<file path="config.mk">
export PLATFORM = sky130hd
export DESIGN_NAME = rr_mux4to1_stream
export DESIGN_NICKNAME = d
export VERILOG_FILES = /design/src/rtl/mux_pkg.sv /design/src/rtl/rr_arbiter4.sv /design/src/rtl/rr_mux4to1_stream.sv
export SDC_FILE = /design/constraint.sdc
export NUM_CORES = 1
export LEC_CHECK = 0
export ABC_CLOCK_PERIOD_IN_PS = 2000
export CORE_MARGIN = 4
export CORE_UTILIZATION = 35
export CTS_CLUSTER_DIAMETER = 120
export DETAILED_ROUTE_END_ITERATION = 10
export GPL_TIMING_DRIVEN = 0
export PLACE_DENSITY = 0.79
export SYNTH_ARGS = -nofsm -noshare
export SYNTH_HDL_FRONTEND = slang
export SYNTH_SLANG_ARGS = --single-unit
</file>
<file path="constraint.sdc">
create_clock -name clk -period 2 [get_ports clk]
set_input_delay 0.4 -clock clk [delete_from_list [all_inputs] [get_ports clk]]
set_output_delay 0.4 -clock clk [all_outputs]
set_load 0.01 [all_outputs]
</file>
<file path="src/rtl/mux_pkg.sv">
// Shared constants and lock FSM encoding for the 4-to-1 round-robin stream mux.
package mux_pkg;

  localparam int unsigned NUM_CH = 4;
  localparam int unsigned SEL_W  = 2;

  typedef enum logic {
    Idle   = 1'b0,
    Locked = 1'b1
  } lock_state_e;

endpackage

</file>
<file path="src/rtl/rr_arbiter4.sv">
// Round-robin grant for four requesters; a lock pins the grant to lock_ch.
module rr_arbiter4
  import mux_pkg::*;
(
  input  logic [NUM_CH-1:0] req,
  input  logic [SEL_W-1:0]  last_grant,
  input  logic              lock,
  input  logic [SEL_W-1:0]  lock_ch,
  output logic [NUM_CH-1:0] grant_onehot,
  output logic [SEL_W-1:0]  grant_idx,
  output logic              any_req
);

  logic             found;
  logic [SEL_W-1:0] idx;

  always_comb begin
    grant_idx = last_grant;
    found     = 1'b0;
    idx       = '0;
    // Search starts just past the previous winner and wraps 3 -> 0.
    for (int k = 1; k <= NUM_CH; k++) begin
      idx = last_grant + SEL_W'(k);
      if (!found && req[idx]) begin
        grant_idx = idx;
        found     = 1'b1;
      end
    end
    if (lock) begin
      grant_idx = lock_ch;
    end
    any_req      = lock ? req[lock_ch] : (|req);
    grant_onehot = NUM_CH'(1) << grant_idx;
  end

endmodule

</file>
<file path="src/rtl/rr_mux4to1_stream.sv">
// 4-to-1 valid/ready merge with round-robin arbitration and a registered output stage.
// Define RR_MUX_PACKET_LOCK_EN to hold the grant on one channel until in_last.
module rr_mux4to1_stream
  import mux_pkg::*;
#(
  parameter int unsigned WIDTH = 8
) (
  input  logic                    clk,
  input  logic                    rst,
  input  logic [NUM_CH-1:0]       in_valid,
  input  logic [NUM_CH*WIDTH-1:0] in_data,
`ifdef RR_MUX_PACKET_LOCK_EN
  input  logic [NUM_CH-1:0]       in_last,
  output logic                    out_last,
`endif
  output logic [NUM_CH-1:0]       in_ready,
  output logic                    out_valid,
  output logic [WIDTH-1:0]        out_data,
  output logic [SEL_W-1:0]        out_sel,
  input  logic                    out_ready
);

  logic [SEL_W-1:0]  last_grant_q;
  logic [NUM_CH-1:0] grant_onehot;
  logic [SEL_W-1:0]  grant_idx;
  logic              any_req;
  logic              lock;
  logic [SEL_W-1:0]  lock_ch;
  logic              free;
  logic              accept;
  logic [WIDTH-1:0]  grant_data;

  rr_arbiter4 u_arb (
    .req          (in_valid),
    .last_grant   (last_grant_q),
    .lock         (lock),
    .lock_ch      (lock_ch),
    .grant_onehot (grant_onehot),
    .grant_idx    (grant_idx),
    .any_req      (any_req)
  );

  assign free     = !out_valid || out_ready;
  assign accept   = free && any_req && !rst;
  assign in_ready = accept ? grant_onehot : '0;

  always_comb begin
    grant_data = '0;
    for (int i = 0; i < NUM_CH; i++) begin
      if (grant_idx == SEL_W'(i)) begin
        grant_data = in_data[i*WIDTH +: WIDTH];
      end
    end
  end

  always_ff @(posedge clk) begin
    if (rst) begin
      out_valid    <= 1'b0;
      out_data     <= '0;
      out_sel      <= '0;
      last_grant_q <= 2'b11;
    end else if (free) begin
      out_valid <= any_req;
      if (any_req) begin
        out_data     <= grant_data;
        out_sel      <= grant_idx;
        last_grant_q <= grant_idx;
      end
    end
  end

`ifdef RR_MUX_PACKET_LOCK_EN
  lock_state_e      state_q, state_d;
  logic [SEL_W-1:0] lock_ch_q, lock_ch_d;

  always_comb begin
    state_d   = state_q;
    lock_ch_d = lock_ch_q;
    unique case (state_q)
      Idle: begin
        if (accept && !in_last[grant_idx]) begin
          state_d   = Locked;
          lock_ch_d = grant_idx;
        end
      end
      Locked: begin
        if (accept && in_last[grant_idx]) begin
          state_d = Idle;
        end
      end
      default: state_d = Idle;
    endcase
  end

  always_ff @(posedge clk) begin
    if (rst) begin
      state_q   <= Idle;
      lock_ch_q <= '0;
      out_last  <= 1'b0;
    end else begin
      state_q   <= state_d;
      lock_ch_q <= lock_ch_d;
      if (free) begin
        out_last <= any_req && in_last[grant_idx];
      end
    end
  end

  assign lock    = (state_q == Locked);
  assign lock_ch = lock_ch_q;
`else
  assign lock    = 1'b0;
  assign lock_ch = '0;
`endif

endmodule

</file>
# Yosys cells after proc, flatten, opt, wreduce, memory -nomap -nowiden
# Index checks and enable logic that the tools add are counted.
classes:
  add_sub_neg: 3
  n_mul: 0
  div_mod_pow: 0
  magnitude_cmp: 4
  n_eq_ne: 3
  shift: 1
  mux: 20
  bitwise_logic: 0
  n_reduce_logical: 14
ops:
  columns: ["operator", "n"]
  rows:
  - ["$mux W8", 4]
  - ["$lt A2 B3 Y1 const B", 4]
  - ["$bmux W1 S2", 4]
  - ["$mux W2", 4]
  - ["$mux W1", 7]
  - ["$logic_and A1 B1 Y1", 5]
  - ["$logic_not A1 Y1", 5]
  - ["$add A2 B2 Y2 const B", 2]
  - ["$eq A2 B2 Y1 const B", 2]
  - ["$mux W4", 1]
  - ["$reduce_or A4 Y1", 1]
  - ["$shl A1 B2 Y4 const A", 1]
  - ["$add A2 B1 Y2 const B", 1]
  - ["$eq A2 B1 Y1 const B", 1]
  - ["$logic_not A2 Y1", 1]
  - ["$reduce_and A2 Y1", 1]
  - ["$logic_or A1 B1 Y1", 1]
totals:
  register_bits: 13
  latchBits: 0
  ramBits: 0
  rom_bits: 0
  out_inout_bits: 15
  n_memories: 0

# Depth between registers and ports, before layout
# Gate-level depths: netlist of run 1.
depth:
  ltp_word: 18
  ltp_mapped: 6

# By module
# From an unflattened synthesis of run 1, not the netlist that was laid out.
hier_totals:
  cells_unflattened: 109
  hier_area_um2: 938.4
by_module_without_submodules:
  columns: ["mod", "instances", "cells_each", "area_each_um2", "seq_area_each_um2"]
  rows:
  - ["rr_mux4to1_stream", 1, 72, 709.4, 260.2]
  - ["rr_arbiter4", 1, 37, 229.0, 0.0]

# Worst setup path before layout of run 1
# Ideal clock, no wire load.
synth_path:
  kind: "flip-flop to output port"
  from: "register last_grant_q[1]"
  to: "output port in_ready[0]"
  t_arrival_ps: 1744
  required_ps: 1600
  setup_slack_ps: -144
  path_stages_with_launch: 6
  path_buffers: 2
  cell_sequence: "dfxtp_1 > buf_6 > mux2_4 > a221oi_4 > buf_2 > nor4b_1"
synth_between:
  elab_chain_cells: 15
  word_cells_on_any_way: 26
  cone_classes: "add/sub (3); shift (1); mux (16); reduce/logical (6)"
synth_rtl:
  columns: ["item", "line_no", "rtl"]
  rows:
  - ["start, declared", "rr_mux4to1_stream.sv:23", "logic [SEL_W-1:0] last_grant_q;"]
  - ["start signal, assigned", "rr_mux4to1_stream.sv:67", "last_grant_q <= grant_idx;"]
  - ["$add A2 B1 Y2", "rr_arbiter4.sv:23", "idx = last_grant + SEL_W'(k);"]
  - ["$bmux W1 S2", "rr_arbiter4.sv:24", "if (!found && req[idx]) begin"]
  - ["$mux W1 (implied by the code)", "rr_arbiter4.sv:24", null]
  - ["$mux W1", "rr_arbiter4.sv:24", null]
  - ["$logic_not A1 Y1", "rr_arbiter4.sv:24", null]
  - ["$logic_and A1 B1 Y1", "rr_arbiter4.sv:24", null]
  - ["$mux W1", "rr_arbiter4.sv:24", null]
  - ["$logic_not A1 Y1", "rr_arbiter4.sv:24", null]
  - ["$logic_and A1 B1 Y1", "rr_arbiter4.sv:24", null]
  - ["$mux W1", "rr_arbiter4.sv:24", null]
  - ["$logic_not A1 Y1", "rr_arbiter4.sv:24", null]
  - ["$logic_and A1 B1 Y1", "rr_arbiter4.sv:24", null]
  - ["$mux W2 (*)", "rr_arbiter4.sv:24", null]
  - ["$shl A1 B2 Y4 (*)", "rr_arbiter4.sv:33", "grant_onehot = NUM_CH'(1) << grant_idx;"]
  - ["$mux W4 (*)", "rr_mux4to1_stream.sv:45", "assign in_ready = accept ? grant_onehot : '0;"]
  - ["end, declared", "rr_mux4to1_stream.sv:16", "output logic [NUM_CH-1:0] in_ready,"]
# Mark *: on every way between the ends. The rest lies on a longest branch, timed or not. The select of a mux whose other input is x is not followed.

# Worst setup path after layout of run 1
layout_path:
  from: "register last_grant_q[1]"
  to: "output port in_ready[2]"
# Same word-level chain as after synthesis.

==> impl_metrics.yaml, run 1 <==
placed_design:
  numPlacedInstances: 166
  place_hpwl_um: 2180
  place.port_buffers: 52
  place_congestion: 0.767
clock_tree:
  cts.htree.levels: 1
  cts_max_path_buffers: 2
  clkTransAtPathRegs_ns: 0.09
  cts.sinks: 13
  holdBufCountCts: 0
  cts-root-buf: "clkbuf_4"
  clkLatencyLatePin_ns: 0.28
  cts_buffers: 3
  cts_tree: "yes"
synthesis:
  yosys_warnings: 0
  yosys-top-cells-area: "dfxtp_1, mux2i_1, a221oi_1"
  synth_edf_count: 0
  ys_ff_latch: 13
  synth_top_area_share_pct: 31.8
  synth_common_cells: "mux2i_1, dfxtp_1"
  ys_async_sr_fraction_pct: 0
  synthFlopType: "dfxtp_1"
  netlist_instances: 86
  ys_seq_area_share_pct: 31.8
  synth_nets: 125
  syn_area_um2: 818
  synthDistinctLibCells: 27
  synth_area_per_cell_um2: 9.51
  yosysMostFrequentCell: "mux2i_1"
  synth_largest_area_cell: "dfxtp_1"
finish:
  fin_util_pct: 69.5
  diodes: 0
  drive_gt1_share_pct: 24.8
  fin_nets: 189
  syn2layout_area_growth_pct: 87.9
  finalNonFillerCells: 177
critical_path:
  path_class: "reg2out"
  cp_data_required_time_ns: 1.60
  cp_max_fo: 6
  worstPathArrival_ns: 1.73
  cp-start-kind: "flop"
  r2r_cells: 7
  end_kind: "primary output"
floorplanning:
  core_area_um2: 2210
  initial_core_util_pct: 37.0
  die_area_um2: 3180
  core.rowCount: 17
  die_w_um: 56.4
  ios: 54
  dieHeight_um: 56.4
sta:
  finalSetupViolCount: 4
  period_share_pct: 107
  rsz0062_at_grt: "true"
  fin_skew_ns: 0.0116
  relSlewSlack_pct: 47.2
  setup_slack_ns: -0.130
  period_needed_ns: 2.13
  hold_viol: 0
  slew_violations: 0
  worstMarginPinSlew_ns: 0.792
  max_freq_mhz: 469
detailed_routing:
  vias: 967
  firstDrtPassIters: 4
  routed_wl_um: 2920
  ant_nets: 0
  dr.first_iter.drc_count: 15
  drt-vias-per-instance: 5.46
  routedWlPerCell_um: 16.5
  detail_route.drc_violations: 0
worst_hold_path:
  hold_path.class: "reg2reg"
  whs_path_depth: 2
power_and_ir_drop:
  leakage_nw: 0.647
  power.density_nw_per_um2: 611
  ir_drop_mv: 0.391
  p_total_mw: 0.939
job:
  cap_viol_max_count: 0
status:
  violations: "setup timing"
  outcome: "complete, but fails checks"
global_routing:
  grt_use_total_pct: 18.0
  gr-total-overflow: 0
  grt_pass1_wl_um: 4400
  grt_antenna_before_repair: 0
  grt_max_degree: 13
  grt_pass1_vias: 1015
registers in the layout, indices dropped and copies added, names as in the netlist:
name          count
out_data          8
out_sel           2
out_valid         1
last_grant_q      2
final timing paths:
check                end  slack [ns]             from
min reg2reg    out_valid        0.50        out_valid
max reg2reg  out_data[5]        0.09  last_grant_q[1]
min            out_valid        0.50        out_valid
max          in_ready[2]       -0.13  last_grant_q[1]
metrics by stage:
step | setup TNS, ns | setup slack [ns] | hold slack, ns | instance area, µm²
after global routing | -0.782 | -0.238 | 0.550 | 1540
final | -0.444 | -0.130 | 0.505 | 1540
after floorplan | -0.0145 | -0.00724 | 0.501 | 831
after global placement | -6.87 | -1.03 | 0.476 | 1390
after CTS | -0.561 | -0.165 | 0.511 | 1500
after detailed placement | -7.31 | -1.10 | 0.487 | 1390
critical path, stage by stage (launching register included):
cell      delay, ns
dfxtp_4        0.37
mux2_4         0.31
a221oi_4       0.25
buf_6          0.16
nor4b_4        0.17
buf_2          0.18
cell type report:
type | count | area [µm²]
fill | 184 | 674
multi-input combinational | 63 | 604
timing repair buffer | 61 | 562
sequential | 13 | 264
tap | 28 | 35.0
buffer | 4 | 30.0
clock buffer | 3 | 22.5
inverter | 4 | 15.0
clock inverter | 1 | 5.00
timing repair:
item                                    4_1_cts  5_1_grt
gates resized for setup                      41        9
setup buffers                                 6        3
endpoints found under the setup margin       13        4
pin swaps                                     4        4
layer usage:
layer	vias to the layer above	GRT usage (%)	part of all wire (%)
met4	0	7.12	2.8
met2	42	33.6	52
li1	464	-	-
met3	16	6.44	7.7
met1	445	18.0	38
met5	-	0	0
power by group:
group	leakage (nW)	switching (mW)	total [mW]	internal, mW
clock	0.0177	0.0951	0.169	0.0742
combinational	0.521	0.194	0.453	0.259
sequential	0.109	0.0218	0.317	0.295
total	0.647	0.311	0.939	0.628
layout by cell type (no fill, tap or decap):
cell              n
nor3_2            1
a21o_1            1
nor4_1            1
buf_4             8
nand2_1           1
a211oi_1          1
nand3b_1          3
clkdlybuf4s15_2   1
o21bai_1          5
a21o_4            1
or3_1             2
clkbuf_1          2
nand2b_1          1
clkbuf_2          2
a221oi_4          1
a31oi_2           1
dfxtp_1          12
nor3_1            1
a21oi_1           3
clkdlybuf4s50_1  44
mux2_4            1
buf_2             4
buf_6             3
dfxtp_4           1
clkinv_2          1
o22ai_4           1
or2_1             1
nor4_4            2
inv_2             1
dlygate4sd2_1     1
clkbuf_4          3
inv_1             3
a221oi_1          5
mux2i_1          16
nor4b_4           2
nor2_1            5
a211o_1           1
o221ai_1          3
and3b_2           1
a21oi_2           2
cells by family (layout without fill, tap and decap cells):
| logic type | after synthesis | after routing | synth area share, % |
|---|---|---|---|
| buf+inv | 10 | 73 | 6.73 |
| compound gates | 25 | 25 | 24.8 |
| simple gates | 21 | 21 | 15.3 |
| mux | 17 | 17 | 21.4 |
| flops | 13 | 13 | 31.8 |
Note: power is estimated with default switching activity, not from simulation.
==> run 2: changes to the inputs <==
CAP_MARGIN = 20   (was default)
TNS_END_PERCENT = 20   (was default)
==> impl_metrics.yaml, run 2 (synthesis gave the netlist of run 1 again) <==
status:
  outcome: "complete, but fails checks"
  violations: "setup timing"
floorplanning:
  core.rowCount: 17
  ios: 54
  core_area_um2: 2210
  initial_core_util_pct: 37.0
  die_area_um2: 3180
  dieHeight_um: 56.4
  die_w_um: 56.4
detailed_routing:
  vias: 939
  routedWlPerCell_um: 15.9
  detail_route.drc_violations: 0
  drt-vias-per-instance: 5.37
  dr.first_iter.drc_count: 7
  ant_nets: 0
  routed_wl_um: 2780
  firstDrtPassIters: 4
finish:
  layout_common_cells: "clkdlybuf4s50_1, mux2i_1, dfxtp_1, buf_4"
  diodes: 0
  fin_nets: 187
  regMostFlops: "out_data"
  drive_gt1_share_pct: 18.4
  finalNonFillerCells: 175
  syn2layout_area_growth_pct: 80.7
  fillCellCount: 194
  largest_reg_flops: 8
  final_common_cell: "clkdlybuf4s50_1"
  reg_top3: "out_data (8), last_grant_q (2), out_sel (2)"
clock_tree:
  cts.sinks: 13
  clkLatencyLatePin_ns: 0.28
  holdBufCountCts: 0
  clkTransAtPathRegs_ns: 0.08
  cts_tree: "yes"
  cts-root-buf: "clkbuf_4"
  cts.htree.levels: 1
  cts_max_path_buffers: 2
  cts_buffers: 3
sta:
  hold_ws_ns: 0.493
  finalSetupViolCount: 4
  setup_slack_ns: -0.144
  hold_viol: 0
  rsz0062_at_grt: "true"
  max_freq_mhz: 466
  fin_skew_ns: 0.0130
  period_share_pct: 107
  relSlewSlack_pct: 47.8
  fin_setup_tns_ns: -0.467
  slew_violations: 0
  period_needed_ns: 2.14
  worstMarginPinSlew_ns: 0.783
power_and_ir_drop:
  leakage_nw: 0.635
  p_comb_share_pct: 46.3
  clkPwrFrac_pct: 18.7
  ir_drop_mv: 0.393
  sequentialPowerShare_pct: 35.0
  power.density_nw_per_um2: 610
  intPower_mw: 0.610
  swShare_pct: 32.4
  p_sw_mw: 0.293
critical_path:
  critPathTopFamily: "buffers and inverters"
  slowest_delay_ns: 0.32
  crit_path_top_delay_cell: "mux2_4"
  crit_buf_inv: 3
  cp_max_fo: 6
  crit_chain: "clkdlybuf4s15_1, mux2_4, a221oi_4, buf_6, nor4b_4, buf_2"
  end_kind: "primary output"
  r2r_setup_slack_ns: 0.11
  path_class: "in2out"
  worstPathArrival_ns: 1.74
  cp-start-kind: "primary input"
  cp_data_required_time_ns: 1.60
global_routing:
  grt_antenna_before_repair: 0
  gr-total-overflow: 0
  grt_max_degree: 11
  grt_use_total_pct: 17.7
  grt_pass1_vias: 1016
  grt_pass1_wl_um: 4360
placed_design:
  place.port_buffers: 52
  numPlacedInstances: 166
  place_hpwl_um: 2180
  place_congestion: 0.767
job:
  cap_viol_max_count: 0
worst_hold_path:
  hold_path.class: "reg2reg"
[run 2: final timing paths]
kind	start	endpoint	cells after the start
worst max-delay path	in_valid[1]	in_ready[2]	6
worst max register to register	last_grant_q[1]	out_data[5]	7
worst min register to register	out_valid	out_valid	2
worst min-delay path	out_valid	out_valid	2
[run 2: area by class of cell]
cell class	count	area [µm²]	area share [%]
plain buffers	5	37.5	2.54
clock buffers	3	22.5	1.52
clock inverters	1	5.00	0.338
inverters	4	15.0	1.02
multi-input cells	63	556	37.6
flip-flops and latches	13	264	17.9
well taps	28	35.0	2.37
repair buffers	58	544	36.8
[run 2: timing repair]
action | 4_1_cts | 5_1_grt
gates cloned | 0 | 0
setup buffers | 5 | 1
pin swaps | 3 | 2
setup endpoints to repair | 13 | 4
gates resized for setup | 36 | 1
[run 2: per-layer routing]
metal | wire (µm) | vias up | GRT usage, %
met4 | 29 | 0 | 6.10
met3 | 242 | 6 | 6.44
met1 | 1080 | 436 | 18.7
met5 | 0 | - | 0
met2 | 1430 | 38 | 32.1
li1 | - | 459 | -
[run 2: worst reg2reg max path, delay by kind of cell (launching register included)]
kind | cells | cell delay, ns
compound gates | 2 | 0.41
buf+inv | 3 | 0.43
flops | 1 | 0.37
mux | 2 | 0.55
[run 2: metrics by stage]
stage | setup slack, ns | instance area (µm²) | power (mW) | utilization, %
after floorplan | -0.00724 | 831 | 0.520 | -
after global placement | -1.03 | 1390 | 0.699 | 62.7
after detailed placement | -1.10 | 1390 | 0.707 | 62.7
after CTS | -0.170 | 1470 | 0.903 | 66.3
after global routing | -0.238 | 1480 | 0.954 | 66.9
final | -0.144 | 1480 | 0.903 | 66.9
[run 2: power groups by stage]
stage,logic [mW],clock network [mW],registers [mW]
global route,0.450,0.184,0.320
detailed placement,0.389,0,0.319
global placement,0.381,0,0.319
finish,0.418,0.169,0.316
floorplan,0.188,0,0.332
CTS,0.413,0.175,0.315
==> run 3: changes to the inputs <==
HOLD_SLACK_MARGIN = 0.08   (was default)
==> results of run 3 <==
No change in the layout: final DEF, timing and power equal those of run 2.
